### src/rtl/value_digit_decoder.sv
// Serial double-dabble binary-to-BCD converter with leading-zero blanking mask
// and saturation/overflow flag for values beyond the displayable range.
module value_digit_decoder #(
  parameter int IN_WIDTH = 40,
  parameter int DIGITS   = 6
) (
  input  logic                  i_clk,
  input  logic                  i_rst_n,
  input  logic                  i_start,
  input  logic [IN_WIDTH-1:0]   i_value,
  output logic                  o_busy,
  output logic                  o_valid,
  output logic [4*DIGITS-1:0]   o_digits,
  output logic [DIGITS-1:0]     o_lz_mask,
  output logic                  o_overflow
);

  localparam int                   CW      = $clog2(IN_WIDTH + 1);
  localparam logic [IN_WIDTH-1:0]  MAX_VAL = IN_WIDTH'(10**DIGITS - 1);
  localparam logic [DIGITS-1:0]    LZ_RST  = {{(DIGITS-1){1'b1}}, 1'b0};

  typedef enum logic [1:0] {S_IDLE, S_SHIFT, S_DONE} state_e;

  state_e                    state_q, state_d;
  logic [IN_WIDTH-1:0]       bin_q, bin_d;
  logic [DIGITS-1:0][3:0]    bcd_q, bcd_d, bcd_adj;
  logic [4*DIGITS-1:0]       adj_flat;
  logic [CW-1:0]             cnt_q, cnt_d;
  logic                      ovf_rec_q, ovf_rec_d;
  logic                      valid_q, valid_d;
  logic [DIGITS-1:0][3:0]    digits_q, digits_d;
  logic [DIGITS-1:0]         lz_q, lz_d, lz_calc;
  logic                      ovf_q, ovf_d;
  logic                      allz;

  // One add-3 corrector per BCD digit, applied before every shift.
  for (genvar g = 0; g < DIGITS; g++) begin : g_add3
    value_digit_decoder_add3 u_add3 (
      .i_nib (bcd_q[g]),
      .o_nib (bcd_adj[g])
    );
  end

  assign adj_flat = bcd_adj;

  // Blank digits from the top while they stay zero; units digit always shown.
  always_comb begin
    allz    = 1'b1;
    lz_calc = '0;
    for (int i = DIGITS - 1; i >= 1; i--) begin
      allz       = allz & (bcd_q[i] == 4'd0);
      lz_calc[i] = allz;
    end
  end

  always_comb begin
    state_d   = state_q;
    bin_d     = bin_q;
    bcd_d     = bcd_q;
    cnt_d     = cnt_q;
    ovf_rec_d = ovf_rec_q;
    valid_d   = 1'b0;
    digits_d  = digits_q;
    lz_d      = lz_q;
    ovf_d     = ovf_q;
    case (state_q)
      S_IDLE: begin
        if (i_start) begin
          // Saturate up front so the accumulator can never carry out.
          if (i_value > MAX_VAL) begin
            bin_d     = MAX_VAL;
            ovf_rec_d = 1'b1;
          end else begin
            bin_d     = i_value;
            ovf_rec_d = 1'b0;
          end
          bcd_d   = '0;
          cnt_d   = '0;
          state_d = S_SHIFT;
        end
      end
      S_SHIFT: begin
        bcd_d = {adj_flat[4*DIGITS-2:0], bin_q[IN_WIDTH-1]};
        bin_d = {bin_q[IN_WIDTH-2:0], 1'b0};
        cnt_d = cnt_q + 1'b1;
        if (cnt_q == CW'(IN_WIDTH - 1)) state_d = S_DONE;
      end
      S_DONE: begin
        digits_d = bcd_q;
        lz_d     = lz_calc;
        ovf_d    = ovf_rec_q;
        valid_d  = 1'b1;
        state_d  = S_IDLE;
      end
      default: state_d = S_IDLE;
    endcase
  end

  always_ff @(posedge i_clk or negedge i_rst_n) begin
    if (!i_rst_n) begin
      state_q   <= S_IDLE;
      bin_q     <= '0;
      bcd_q     <= '0;
      cnt_q     <= '0;
      ovf_rec_q <= 1'b0;
      valid_q   <= 1'b0;
      digits_q  <= '0;
      lz_q      <= LZ_RST;
      ovf_q     <= 1'b0;
    end else begin
      state_q   <= state_d;
      bin_q     <= bin_d;
      bcd_q     <= bcd_d;
      cnt_q     <= cnt_d;
      ovf_rec_q <= ovf_rec_d;
      valid_q   <= valid_d;
      digits_q  <= digits_d;
      lz_q      <= lz_d;
      ovf_q     <= ovf_d;
    end
  end

  assign o_busy     = (state_q != S_IDLE);
  assign o_valid    = valid_q;
  assign o_digits   = digits_q;
  assign o_lz_mask  = lz_q;
  assign o_overflow = ovf_q;

endmodule

// Double-dabble digit corrector: nibbles of 5..9 get +3 so the next shift carries.
module value_digit_decoder_add3 (
  input  logic [3:0] i_nib,
  output logic [3:0] o_nib
);
  assign o_nib = (i_nib >= 4'd5) ? i_nib + 4'd3 : i_nib;
endmodule

### config.mk
export PLATFORM = sky130hd
export DESIGN_NAME = value_digit_decoder
export DESIGN_NICKNAME = d
export VERILOG_FILES = /design/src/rtl/value_digit_decoder.sv
export SDC_FILE = /design/constraint.sdc
export NUM_CORES = 1
export LEC_CHECK = 0
export CORE_ASPECT_RATIO = 1.4
export CORE_MARGIN = 2
export CORE_UTILIZATION = 34
export CTS_CLUSTER_SIZE = 8
export DETAILED_ROUTE_END_ITERATION = 6
export PLACE_DENSITY = 0.6
export SETUP_SLACK_MARGIN = 0.1
export SLEW_MARGIN = 20
export SYNTH_ARGS = -nofsm -noshare
export SYNTH_HDL_FRONTEND = slang
export SYNTH_SLANG_ARGS = --single-unit
### constraint.sdc
create_clock -name i_clk -period 2.05 [get_ports i_clk]
set_clock_uncertainty 0.05 [all_clocks]
set_input_delay 0.5125 -clock i_clk [delete_from_list [all_inputs] [get_ports i_clk]]
set_output_delay 0.5125 -clock i_clk [all_outputs]
set_load 0.02 [all_outputs]
==> flow_metrics.env <==
export IMPL_hold_viol=0
export IMPL_switching_share=0.3305
export IMPL_outcome="complete, no violations"
export IMPL_ir_drop_mv=0.4881
export IMPL_grt_pass1_vias=3734
export IMPL_nFillCells=1322
export IMPL_drc=0
export IMPL_die_h_um=144.6
export IMPL_power_internal_mw=4.911
export IMPL_nNetsFinal=613
export IMPL_slowest_stage="clkdlybuf4s50_1"
export IMPL_cp_top_family="compound AO/OA/AOI/OAI gates"
export IMPL_rsz0062_at_grt="no"
export IMPL_fin_crit_ns=1.872
export IMPL_power_static_leakage_nw=2.719
export IMPL_vias=3736
export IMPL_ys_warn_count=0
export IMPL_comb_power_share=0.349
export IMPL_grt_use_met3=0.03425
export IMPL_worst_path_max_fanout=19
export IMPL_hold_ws_ns=0.4232
export IMPL_pwr_share_clk=0.246
export IMPL_power_switching_mw=2.425
export IMPL_num_rows=51
export IMPL_tns_ns=0
export IMPL_r2r_cells=7
export IMPL_syn_area_per_cell_um2=10.11
export IMPL_start_util=0.3468
export IMPL_grt_usage=0.1449
export IMPL_seqPwrFrac=0.405
export IMPL_grt_max_degree=74
export IMPL_grt_busiest_layer="met2"
export IMPL_reg2reg_slack_ns=0.27
export IMPL_synthDistinctLibCells=42
export IMPL_io_buffers=74
export IMPL_cts_tree="built"
export IMPL_clk_pin_slew_worst_paths_ns=0.07
export IMPL_ys_ff_latch=104
export IMPL_ios=76
export IMPL_start_kind="primary input"
export IMPL_vias_per_cell=5.028
export IMPL_grt_util_met1=0.1754
export IMPL_dp_hpwl_um=7298
export IMPL_slew_viol_final=0
export IMPL_die_w_um=104.4
export IMPL_cp_endpoint="bin_q[9]"
export IMPL_worstPathArrival_ns=2.04
export IMPL_worst_hold_path_type="flop to flop"
export IMPL_gp_congestion=0.8113
export IMPL_power_density_mw_per_mm2=1177
export IMPL_diodes=0
export IMPL_drtPass1Iterations=4
export IMPL_drv_cap=0
export IMPL_fmax_ghz=0.5342
export IMPL_worst_setup_path_end_kind="flop"
export IMPL_netlist_instances=475
export IMPL_htreeDepth=3
export IMPL_cts_root_buf="clkbuf_16"
export IMPL_multiInputGateArea_mm2=0.002043
export IMPL_clock_path_buffers=2
export IMPL_startpoint="i_value[8]"
export IMPL_required_ns=2.21
export IMPL_cp_buffers_inverters=2
export IMPL_core_area_mm2=0.01385
export IMPL_drive_gt1_frac=0.1362
export IMPL_cpPeakStageDelay_ns=0.43
export IMPL_syn_area_mm2=0.004802
export IMPL_cts_buffers=9
export IMPL_clock_sinks=104
export IMPL_antenna_found_initial=0
export IMPL_setup_viol=0
export IMPL_grt_pass1_wl_um=17730
export IMPL_cp_cell_sequence="clkdlybuf4s50_1, o31ai_2, a311oi_2, nor3_4, buf_12, a31oi_1"
export IMPL_die_area_mm2=0.01510
export IMPL_crit_type="primary input to flop"
export IMPL_postRouteAntennaNets=0
export IMPL_syn_num_nets=535
export IMPL_overflow=0
export IMPL_drtIter0Drc=177
export IMPL_path_depth=6
export IMPL_clock_latency_ns=0.34
export IMPL_reg2reg_to="bcd_q[18]"
export IMPL_regArea_mm2=0.002609
export IMPL_syn_to_final_growth_pct=29.76
export IMPL_wire_per_inst_um=14.23
export IMPL_ys_seq_area_frac=0.5433
export IMPL_routed_wirelength_um=10580
export IMPL_rr_startpoint="bcd_q[16]"
export IMPL_min_period_over_period=0.9132
export IMPL_use_met2=0.2539
-- registers in the layout (all words and copies together), names as in the netlist --
name	count
bin_q	40
bcd_q	24
o_digits	24
cnt_q	6
o_lz_mask	5
state_q	2
o_overflow	1
o_valid	1
ovf_rec_q	1
-- layout by cell type (no fill, tap or decap), types with 5 or more instances in the layout --
master,n
a32o_1,7
o21ai_0,69
buf_4,16
nand4_1,5
mux2_2,15
clkdlybuf4s50_1,67
nand2_1,86
a21oi_1,11
a31oi_1,5
dlygate4sd2_1,6
o22ai_1,7
nand2b_1,7
buf_12,6
dfrtp_1,99
dfstp_2,5
inv_1,15
or3_1,10
nor2_1,15
xnor2_1,6
clkbuf_16,9
ha_1,17
o31ai_1,7
nor4_1,6
nor3_1,7
a31o_2,8
-- power groups by stage --
| stage | logic, mW | clock network (mW) | registers, mW |
|---|---|---|---|
| after floorplan | 1.38 | 0 | 3.20 |
| after global placement | 2.49 | 0 | 2.99 |
| after detailed placement | 2.57 | 0 | 3.01 |
| after CTS | 2.58 | 1.85 | 2.97 |
| after global routing | 2.83 | 1.94 | 3.06 |
| final | 2.56 | 1.81 | 2.97 |
-- tightest hold or removal path: stages, from the launching register on --
cell     delay (ns)
dfrtp_1        0.34
nand2_1        0.05
o21ai_0        0.06
-- Yosys cell counts (all sizes together) --
cell type | instances | area, um2
a22oi | 1 | 7.510
nor3b | 4 | 30.03
nor2b | 1 | 6.260
and2 | 1 | 6.260
clkbuf | 10 | 37.54
nand2b | 8 | 50.05
and3 | 1 | 6.260
mux2i | 4 | 40.04
nor3 | 8 | 51.30
xor2 | 4 | 35.03
dfstp | 5 | 131.4
xnor2 | 6 | 52.55
ha | 17 | 212.7
a41o | 1 | 10.01
a21o | 1 | 7.510
conb | 1 | 3.750
o32ai | 4 | 35.03
inv | 15 | 56.30
a21oi | 12 | 60.06
o31ai | 8 | 60.06
nor2 | 16 | 60.06
buf | 19 | 103.8
o22ai | 7 | 43.79
a31o | 8 | 70.07
nand2 | 86 | 322.8
o21bai | 1 | 7.510
mux2 | 15 | 168.9
o21ai | 70 | 350.3
nor4 | 7 | 43.79
or3 | 10 | 62.56
nand4 | 5 | 31.28
nand3 | 3 | 15.01
a31oi | 5 | 31.28
dfrtp | 99 | 2477
a311oi | 1 | 8.760
a32o | 7 | 70.07
a22o | 4 | 35.03
-- repair_timing --
action                                  in CTS  in global routing
hold buffers                                 1                  0
buffers inserted                             0                  0
hold endpoints to repair                     8                  0
resized for setup                            7                  4
endpoints found under the setup margin      12                 21
-- how the worst min path moves through the flow --
| stage | from | to | slack, ns | cells after the start |
|---|---|---|---|---|
| final | bin_q[35] | bin_q[36] | 0.42 | 2 |
| after global placement | i_rst_n | o_digits[2] | 0.30 | 1 |
| after global routing | o_digits[8] | o_digits[8] | 0.45 | 2 |
| after floorplan | i_rst_n | bcd_q[0] | 0.17 | 0 |
| after CTS | bin_q[35] | bin_q[36] | 0.43 | 2 |
| after detailed placement | i_rst_n | o_digits[3] | 0.31 | 1 |
-- kinds of logic (layout without fill, tap and decap cells) --
family | after synthesis | in the layout | share of synthesized area
buffers and inverters | 44 | 127 | 0.04117
XOR/XNOR | 10 | 10 | 0.01824
other | 1 | 1 | 0.0007809
adder cells (fa/ha/maj) | 17 | 17 | 0.04429
AND/OR/NAND/NOR | 150 | 150 | 0.1428
multiplexers | 19 | 19 | 0.04351
flip-flops | 104 | 104 | 0.5433
AO/OA/AOI/OAI | 130 | 130 | 0.1660
-- final cells by class --
type                            instances  area share
Tap cell                              185     0.03715
Timing Repair Buffer                   96      0.1562
Clock inverter                          3    0.007631
Inverter                               15    0.009036
Multi-Input combinational cell        327      0.3279
Sequential cell                       104      0.4187
Clock buffer                           13     0.04337
-- stage by stage --
step / worst slack, ns / util / power [mW] / instance area [um2] / instances
finish: 0.1780 / 0.4500 / 7.336 / 6231 / 743
global route: 0.1168 / 0.4500 / 7.834 / 6231 / 743
CTS: 0.1090 / 0.4485 / 7.405 / 6211 / 743
detailed placement: -0.2786 / 0.4250 / 5.580 / 5884 / 726
global placement: -0.2160 / 0.4250 / 5.480 / 5884 / 726
floorplan: 0.3152 / - / 4.573 / 4802 / 475
-- layer usage --
layer / wire [um] / share of wire
met1: 4533 / 0.43
met2: 5550 / 0.52
met3: 327 / 0.031
met4: 165 / 0.016
met5: 0 / 0
(Power assumes the default switching activity.)
